**src/rtl/core_pkg.sv**
```systemverilog
// core_pkg: shared types and helpers for the RV32 core pipeline.
// Contents:
//   REG_ADDR_WIDTH : architectural register address width (x0..x31).
//   fwd_sel_e      : EX operand source select (register file, MEM, WB).
//   hc_state_e     : hazard control FSM states.
//   reg_match      : true when a writing stage targets a given source.
package core_pkg;

  localparam int REG_ADDR_WIDTH = 5;

  typedef enum logic [1:0] {
    FWD_NONE = 2'b00,
    FWD_MEM  = 2'b01,
    FWD_WB   = 2'b10
  } fwd_sel_e;

  typedef enum logic {
    HC_RUN      = 1'b0,
    HC_MEM_WAIT = 1'b1
  } hc_state_e;

  // x0 is hard-wired to zero, so a write to it never produces a dependency.
  function automatic logic reg_match(input logic                      we,
                                     input logic [REG_ADDR_WIDTH-1:0] rd,
                                     input logic [REG_ADDR_WIDTH-1:0] src);
    return we && (rd != '0) && (rd == src);
  endfunction

endpackage

```
**src/rtl/sat_counter.sv**
```systemverilog
// sat_counter: event counter that sticks at all-ones instead of wrapping.
// Ports:
//   clk   : clock, counts on the rising edge.
//   rst_n : asynchronous active-low clear.
//   inc_i : count this cycle.
//   cnt_o : current count.
module sat_counter #(
  parameter int WIDTH = 32
) (
  input  logic             clk,
  input  logic             rst_n,
  input  logic             inc_i,
  output logic [WIDTH-1:0] cnt_o
);

  always_ff @(posedge clk or negedge rst_n) begin
    if (!rst_n) begin
      cnt_o <= '0;
    end else if (inc_i && (cnt_o != '1)) begin
      cnt_o <= cnt_o + WIDTH'(1);
    end
  end

endmodule

```
**src/rtl/hazard_ctrl_unit.sv**
```systemverilog
// hazard_ctrl_unit: pipeline control for the 5-stage RV32 core.
// Produces per-stage register enables and bubble flushes, EX forwarding
// selects and ID-stage WB bypass, resolving load-use / RAW hazards, taken
// branch/jump redirects and multi-cycle data-memory freezes.
// Ports:
//   clk, rst_n          : clock, asynchronous active-low reset.
//   id_rs_addr_i/used_i : ID source addresses {rs2,rs1} and read flags.
//   ex_rs_addr_i        : EX source addresses {rs2,rs1}.
//   ex_*/mem_*/wb_*     : destination and write/load/access flags per stage.
//   ex_redirect_i       : EX resolved a taken branch or jump.
//   stage_we_o          : enables {MEM/WB, EX/MEM, ID/EX, IF/ID, PC}.
//   flush_o             : {ID/EX bubble, IF/ID bubble}.
//   fwd_a/b_sel_o       : EX operand sources (fwd_sel_e encoding).
//   id_bypass_o         : {rs2,rs1} take WB write data in ID.
//   stall_cycles_o      : saturating count of cycles with PC enable low.
//   flush_count_o       : saturating count of applied redirects.
module hazard_ctrl_unit
  import core_pkg::*;
#(
  parameter int MEM_LAT   = 1,
  parameter int FWD_EN    = 1,
  parameter int CNT_WIDTH = 32
) (
  input  logic                        clk,
  input  logic                        rst_n,
  input  logic [2*REG_ADDR_WIDTH-1:0] id_rs_addr_i,
  input  logic [1:0]                  id_rs_used_i,
  input  logic [2*REG_ADDR_WIDTH-1:0] ex_rs_addr_i,
  input  logic [REG_ADDR_WIDTH-1:0]   ex_rd_addr_i,
  input  logic                        ex_RegWrite_i,
  input  logic                        ex_MemRead_i,
  input  logic                        ex_redirect_i,
  input  logic [REG_ADDR_WIDTH-1:0]   mem_rd_addr_i,
  input  logic                        mem_RegWrite_i,
  input  logic                        mem_access_i,
  input  logic [REG_ADDR_WIDTH-1:0]   wb_rd_addr_i,
  input  logic                        wb_RegWrite_i,
  output logic [4:0]                  stage_we_o,
  output logic [1:0]                  flush_o,
  output logic [1:0]                  fwd_a_sel_o,
  output logic [1:0]                  fwd_b_sel_o,
  output logic [1:0]                  id_bypass_o,
  output logic [CNT_WIDTH-1:0]        stall_cycles_o,
  output logic [CNT_WIDTH-1:0]        flush_count_o
);

  localparam int W  = REG_ADDR_WIDTH;
  // Keep the wait counter at least one bit wide when there is no freeze.
  localparam int CW = (MEM_LAT > 1) ? $clog2(MEM_LAT) : 1;
  localparam logic [CW-1:0] CNT_LOAD = CW'((MEM_LAT > 1) ? (MEM_LAT - 2) : 0);

  hc_state_e     state, state_nx;
  logic [CW-1:0] cnt, cnt_nx;
  logic          freeze;

  logic [1:0] id_ex_m, id_mem_m, id_wb_m;
  logic [1:0] ex_mem_m, ex_wb_m;
  logic [1:0] fwd_sel [2];
  logic       lu, raw, hazard;
  logic       redirect_applied;

  always_comb begin
    id_ex_m  = '0;
    id_mem_m = '0;
    id_wb_m  = '0;
    ex_mem_m = '0;
    ex_wb_m  = '0;
    for (int s = 0; s < 2; s++) begin
      id_ex_m[s]  = id_rs_used_i[s] &&
                    reg_match(ex_RegWrite_i, ex_rd_addr_i, id_rs_addr_i[s*W +: W]);
      id_mem_m[s] = id_rs_used_i[s] &&
                    reg_match(mem_RegWrite_i, mem_rd_addr_i, id_rs_addr_i[s*W +: W]);
      id_wb_m[s]  = id_rs_used_i[s] &&
                    reg_match(wb_RegWrite_i, wb_rd_addr_i, id_rs_addr_i[s*W +: W]);
      ex_mem_m[s] = reg_match(mem_RegWrite_i, mem_rd_addr_i, ex_rs_addr_i[s*W +: W]);
      ex_wb_m[s]  = reg_match(wb_RegWrite_i, wb_rd_addr_i, ex_rs_addr_i[s*W +: W]);
    end
  end

  // With forwarding only a load result is too late for EX; without it any
  // in-flight producer of a used source must drain first.
  assign lu     = ex_MemRead_i && (|id_ex_m);
  assign raw    = |(id_ex_m | id_mem_m | id_wb_m);
  assign hazard = (FWD_EN != 0) ? lu : raw;

  // Memory freeze FSM: the access cycle in HC_RUN is the first frozen cycle,
  // so HC_MEM_WAIT only needs MEM_LAT-2 more before the release cycle.
  always_ff @(posedge clk or negedge rst_n) begin
    if (!rst_n) begin
      state <= HC_RUN;
      cnt   <= '0;
    end else begin
      state <= state_nx;
      cnt   <= cnt_nx;
    end
  end

  always_comb begin
    state_nx = state;
    cnt_nx   = cnt;
    freeze   = 1'b0;
    case (state)
      HC_RUN: begin
        if (mem_access_i && (MEM_LAT > 1)) begin
          freeze   = 1'b1;
          cnt_nx   = CNT_LOAD;
          state_nx = HC_MEM_WAIT;
        end
      end
      HC_MEM_WAIT: begin
        if (cnt != '0) begin
          freeze = 1'b1;
          cnt_nx = cnt - CW'(1);
        end else begin
          state_nx = HC_RUN;
        end
      end
      default: state_nx = HC_RUN;
    endcase
  end

  // Priority: reset, freeze, redirect (ID holds a wrong-path instruction,
  // so its hazard is moot), hazard stall, normal flow.
  always_comb begin
    stage_we_o       = 5'b11111;
    flush_o          = 2'b00;
    redirect_applied = 1'b0;
    if (!rst_n) begin
      stage_we_o = 5'b00000;
    end else if (freeze) begin
      stage_we_o = 5'b00000;
    end else if (ex_redirect_i) begin
      flush_o          = 2'b11;
      redirect_applied = 1'b1;
    end else if (hazard) begin
      stage_we_o = 5'b11100;
      flush_o    = 2'b10;
    end
  end

  // MEM holds the younger result, so it wins over WB.
  always_comb begin
    for (int s = 0; s < 2; s++) begin
      fwd_sel[s] = FWD_NONE;
      if (rst_n && (FWD_EN != 0)) begin
        if (ex_mem_m[s])     fwd_sel[s] = FWD_MEM;
        else if (ex_wb_m[s]) fwd_sel[s] = FWD_WB;
      end
    end
  end

  assign fwd_a_sel_o = fwd_sel[0];
  assign fwd_b_sel_o = fwd_sel[1];
  assign id_bypass_o = (rst_n && (FWD_EN != 0)) ? id_wb_m : 2'b00;

  sat_counter #(.WIDTH(CNT_WIDTH)) u_stall_cnt (
    .clk   (clk),
    .rst_n (rst_n),
    .inc_i (~stage_we_o[0]),
    .cnt_o (stall_cycles_o)
  );

  sat_counter #(.WIDTH(CNT_WIDTH)) u_flush_cnt (
    .clk   (clk),
    .rst_n (rst_n),
    .inc_i (redirect_applied),
    .cnt_o (flush_count_o)
  );

endmodule

```
**config.mk**
```make
export PLATFORM = sky130hd
export DESIGN_NAME = hazard_ctrl_unit
export DESIGN_NICKNAME = d
export VERILOG_FILES = /design/src/rtl/core_pkg.sv /design/src/rtl/sat_counter.sv /design/src/rtl/hazard_ctrl_unit.sv
export SDC_FILE = /design/constraint.sdc
export NUM_CORES = 1
export LEC_CHECK = 0
export CAP_MARGIN = 10
export CORE_MARGIN = 10
export CORE_UTILIZATION = 47
export DETAILED_ROUTE_END_ITERATION = 10
export HOLD_SLACK_MARGIN = 0.06
export PLACE_DENSITY = 0.82
export SKIP_CTS_REPAIR_TIMING = 1
export SLEW_MARGIN = 20
export SYNTH_ARGS = -nofsm -noshare
export SYNTH_HDL_FRONTEND = slang
export SYNTH_SLANG_ARGS = --single-unit
export TNS_END_PERCENT = 1
```
**constraint.sdc**
```tcl
create_clock -name clk -period 3.9 [get_ports clk]
set_input_delay 1.17 -clock clk [delete_from_list [all_inputs] [get_ports clk]]
set_output_delay 1.17 -clock clk [all_outputs]
set_load 0.05 [all_outputs]
```
== Word level (Yosys, flattened, before mapping) ==
Cells that the tools add are included.

* Reductions and logical operators: 22
* Muxes and demuxes: 21
* Eq/ne operators: 10
* Bitwise gates (word level): 1
* $add $sub $neg: 3

{| class="wikitable"
|+ Operators with widths
! operator !! number
|-
| adder 32 x 1 -> 32 bit (second input constant) || 2
|-
| inequality test 32 bit (second input constant) || 2
|-
| == test 5 bit || 8
|-
| 2-to-1 mux 2 bit || 13
|-
| logical AND 1 bit || 18
|-
| nonzero test 5 bit || 3
|-
| 2-to-1 mux 5 bit || 2
|-
| 2-to-1 mux 1 bit || 6
|-
| OR reduction 2 bit || 1
|-
| NOT 1 bit || 1
|-
| subtractor 1 bit (second input constant) || 1
|}

* Logic and storage cells: 61
* Output and inout bits: 77
* Input bits: 45
* Register bits: 66

== Logic depth before layout (Yosys ltp) ==
Gate-level depths: netlist of run 1.

* Depth after elaboration: 12
* Gate-level depth with buffers: 9
* Gate-level depth less buffers: 7

== By module ==
Synthesis of run 1 repeated with hierarchy kept, for this count alone.

* Cell total of the unflattened synthesis: 386
* Area, all modules: 3902.5 sq um

{| class="wikitable"
|+ By module, submodules not included
! module !! area each (sq um) !! seq. area each (sq um) !! times used !! cells each
|-
| sat_counter || 1624.1 || 800.8 || 2 || 151
|-
| hazard_ctrl_unit || 654.4 || 0.0 || 1 || 84
|}

== Least setup slack after synthesis of run 1 ==
No wires, ideal clock.

* Path type: input-to-output
* Start: input wb_rd_addr_i[2]
* End: output fwd_a_sel_o[1]
* Buffers on the path: 1
* Path slack: -897 ps
* Data required time: 2730 ps
* Cell stages on the path: 5
* Data arrival time: 3627 ps
* Cell sequence: clkbuf_1 > or4_1 > o211ai_1 > or4_1 > nor4_1

* Longest elaborated chain between the ends: 6
* Elaborated cells between the ends (all ways): 7
* Those cells by class: eq/ne (1); mux (3); reduce/logical (3)

{| class="wikitable"
|+ Ends and longest elaborated chain
! what !! line !! RTL
|-
| start: declaration || hazard_ctrl_unit.sv:36 || <nowiki>input logic [REG_ADDR_WIDTH-1:0] wb_rd_addr_i,</nowiki>
|-
| nonzero test 5 bit || core_pkg.sv:26 || <nowiki>return we && (rd != '0) && (rd == src);</nowiki>
|-
| logical AND 1 bit || core_pkg.sv:26 ||
|-
| logical AND 1 bit (*) || core_pkg.sv:26 ||
|-
| 2-to-1 mux 2 bit (*) || hazard_ctrl_unit.sv:147 || <nowiki>else if (ex_wb_m[s]) fwd_sel[s] = FWD_WB;</nowiki>
|-
| 2-to-1 mux 2 bit (*) || hazard_ctrl_unit.sv:146 || <nowiki>if (ex_mem_m[s]) fwd_sel[s] = FWD_MEM;</nowiki>
|-
| 2-to-1 mux 2 bit (*) || hazard_ctrl_unit.sv:145 || <nowiki>if (rst_n && (FWD_EN != 0)) begin</nowiki>
|-
| end: declaration || hazard_ctrl_unit.sv:40 || <nowiki>output logic [1:0] fwd_a_sel_o,</nowiki>
|}

Every way passes the cells marked *; elsewhere a longest branch is shown, timed or not.

== Worst setup path after layout of run 1 ==
* Start: input ex_rs_addr_i[8]
* End: output fwd_b_sel_o[0]

* Longest elaborated chain between the ends: 4

{| class="wikitable"
|+ Ends and longest elaborated chain
! what !! line !! RTL
|-
| start: declaration || hazard_ctrl_unit.sv:28 || <nowiki>input logic [2*REG_ADDR_WIDTH-1:0] ex_rs_addr_i,</nowiki>
|-
| == test 5 bit || core_pkg.sv:26 ||
|-
| logical AND 1 bit || core_pkg.sv:26 ||
|-
| 2-to-1 mux 2 bit || hazard_ctrl_unit.sv:146 ||
|-
| 2-to-1 mux 2 bit || hazard_ctrl_unit.sv:145 ||
|-
| end: declaration || hazard_ctrl_unit.sv:41 || <nowiki>output logic [1:0] fwd_b_sel_o,</nowiki>
|}

No other way between the ends.

==> flow_summary_export.csv, run 1 <==
group,metric,value,unit
synthesis,synth_simple_gate_area_share,0.259,
power,vdd_drop_max,0.442,mV
clocking,htree_levels,3,
sta,finalSetupViolations,1,
worst_setup_path,required,2730,ps
power,p_clk_frac,0.303,
global_routing,grt_antenna_before_repair,3,
worst_setup_path,crit_path_end,"fwd_b_sel_o[0]",
synthesis,synth_cell_types,38,
synthesis,synth_edf_count,0,
synthesis,syn_avg_cell_area,9.91,µm²
synthesis,synth_seq_cells,64,
global_routing,grt_overflow,0,
worst_setup_path,crit_type,"in2out",
power,p_leak,2.58,nW
global_routing,grt_usage,0.178,
routing,drc,0,
routing,avgRoutedWirePerCell,17.8,µm
power,power_frac_comb,0.318,
worst_setup_path,worstSetupStartpoint,"ex_rs_addr_i[8]",
place,pre_cts_slack,-365,ps
die,start_util,0.482,
place,hpwl,8260,µm
die,fp-row-count,32,
worst_setup_path,crit_arrival,2770,ps
global_routing,grt_max_degree,49,
sta,min_period,3940,ps
synthesis,ys_seq_area_frac,0.432,
clocking,cts_max_path_buffers,2,
power,switchingPower,0.788,mW
outcome,violations,"negative setup slack",
die,fp.dieW,109,µm
sta,fmax,254,MHz
routing,wl,11200,µm
power,intPower,1.36,mW
final_layout,utilization,0.735,
hold_path,hold_path_class,"reg2reg",
sta,hold_violations,0,
routing,dr.pass1.iters,4,
sta,max_slew_margin,0.614,
synthesis,synth_top_family_by_area,"simple AND/OR/NAND/NOR gates",
synthesis,yosys-top-cells-area,"dfrtp_1 43%, xnor2_1 16%, xor2_1 8.5%",
routing,viasPerCell,5.42,
synthesis,synth_flop_cell,"dfrtp_1",
outcome,status,"finished, violations left",
synthesis,synth_top_area_share,0.432,
synthesis,synthMuxAreaShare,0.00607,
clocking,cts.sinks,64,
die,fp.dieH,109,µm
sta,fin_tns_setup,-43.2,ps
worst_setup_path,reg2reg_to,"u_stall_cnt.cnt_o[1]",
synthesis,ys_warn_count,0,
routing,dr_total_vias,3401,
die,ios,122,
sta,fin_crit_sh,1.01,
clocking,cts_made_buffers,9,
synthesis,synth_area_leader_cell,"dfrtp_1",
global_routing,grt_pass1_vias,3412,
clocking,cts_tree,"done",
worst_setup_path,crit_path_end_kind,"primary output",
synthesis,synth_xor_area_frac,0.241,
sta,slew_viol_final,0,
worst_setup_path,r2r_cells,8,
synthesis,synth-compound-area-share,0.0213,
worst_setup_path,start_kind,"input port",
worst_setup_path,r2r_start,"u_stall_cnt.cnt_o[0]",
power,power.density,381,mW/mm²
synthesis,syn_area,0.00371,mm²
synthesis,synthAdderAreaFrac,0.00675,
final_layout,area_delta_synth_final,52.3,%
power,pwr-share-seq,0.380,
routing,drt_iter0_markers,92,
synthesis,syn_nets,421,
worst_setup_path,crit_path_max_fanout,2,
worst_setup_path,r2r_slack,1420,ps
sta,worst_pin_slew,579,ps
clocking,clock_latency,340,ps
synthesis,synthArstFlopShare,1.00,
place,port_buffers,120,
clocking,clockRootBuffer,"clkbuf_8",
die,die_area,0.0118,mm²
final_layout,drive_gt1_frac,0.159,
routing,postRouteAntennaNets,0,
die,fp.coreArea,0.00769,mm²
global_routing,grt_pass1_wl,17000,µm
place,gp_congestion,0.882,
synthesis,syn-instance-count,374,
final_layout,nets,564,
clocking,clk_pin_slew,80,ps
power,p_sw_frac,0.366,
sta,fin_ws,-43.2,ps
sta,rsz0062_at_grt,"yes",
sta,finClkSkew,9.88,ps
flow_run,maxCapViolCount,0,
==> kinds of logic after synthesis <==
group                    after synthesis
XOR/XNOR                             102
flip-flops                            64
multiplexers                           2
adder cells (fa/ha/maj)                2
AO/OA/AOI/OAI                          9
AND/OR/NAND/NOR                      170
buffers and inverters                 25
==> synth_stat cells (5+ instances only) <==
cell type,number
xnor2_1,66
dfrtp_1,64
nand3_1,36
xor2_1,36
nand4_1,23
and3_1,22
nand2_1,22
nor2_1,17
and4_1,11
nor3_1,11
inv_1,9
buf_4,7
nor4_1,7
and2_1,6
or4_1,5
==> registers in the layout, indices dropped and copies added, names as in the netlist <==
register,cells
u_stall_cnt.cnt_o,32
u_flush_cnt.cnt_o,32
==> critical path, stage by stage <==
cell and delay, ps:
clkdlybuf4s50_1 530, xnor2_1 160, nand3_1 170, nor4_4 390, and2_4 220, buf_12 130
==> area by class of cell <==
class,instances,area (µm²)
fillers,543,2040
inverters,9,37.5
repair buffers,148,1550
clock buffers,9,124
well taps,102,128
diodes,3,7.51
multi-input cells,285,2090
flip-flops and latches,64,1600
clock inverters,7,103
==> metal layers <==
metal,wire (µm),vias up,global-route usage
li1,-,1594,-
met1,4350,1679,0.209
met2,5750,119,0.306
met3,909,9,0.0602
met4,148,0,0.0490
met5,0,-,0
==> power by group through the flow <==
stage | Combinational (mW) | Sequential (mW) | Clock [mW]
detailed placement | 0.672 | 0.827 | 0
CTS | 0.677 | 0.815 | 0.664
finish | 0.684 | 0.816 | 0.651
floorplan | 0.183 | 1.03 | 0
global placement | 0.659 | 0.821 | 0
global route | 0.718 | 0.828 | 0.692
==> layout by cell type, fill, tap and decap left out, types with 6 or more instances in the layout <==
cell type and instances:
nor2_1 17, buf_12 8, clkbuf_8 9, and4_1 11, xnor2_1 66, inv_1 8, dlymetal6s2s_1 27, nand4_1 23
buf_4 28, and3_1 22, dfrtp_1 64, nand3_1 36, or4_4 6, nand2_1 22, xor2_1 36, nor3_1 11
clkdlybuf4s50_1 76
==> worst min path at each step <==
stage	from	to	slack, ps	cells after the start
floorplan	u_flush_cnt.cnt_o[15]	u_flush_cnt.cnt_o[15]	790	1
global placement	u_flush_cnt.cnt_o[15]	u_flush_cnt.cnt_o[15]	470	1
detailed placement	u_flush_cnt.cnt_o[20]	u_flush_cnt.cnt_o[20]	480	1
CTS	u_flush_cnt.cnt_o[20]	u_flush_cnt.cnt_o[20]	500	1
global route	u_flush_cnt.cnt_o[20]	u_flush_cnt.cnt_o[20]	530	1
finish	u_flush_cnt.cnt_o[20]	u_flush_cnt.cnt_o[20]	490	1
==> through the flow <==
stage	total power, mW	instances	hold slack (ps)	area (µm²)
4_1_cts	2.16	623	496	5470
3_3_place_gp	1.48	607	475	5250
6_report	2.15	627	494	5650
2_1_floorplan	1.21	374	789	3760
3_5_place_dp	1.50	607	481	5250
5_1_grt	2.24	627	526	5650
No activity file was read; power rests on OpenSTA's default activity.
==> run 2: changes to the inputs <==
CTS_CLUSTER_SIZE = 40   (was not set)
==> results of run 2 <==
Same layout as run 1: the final DEF is identical, and so are final timing and power.
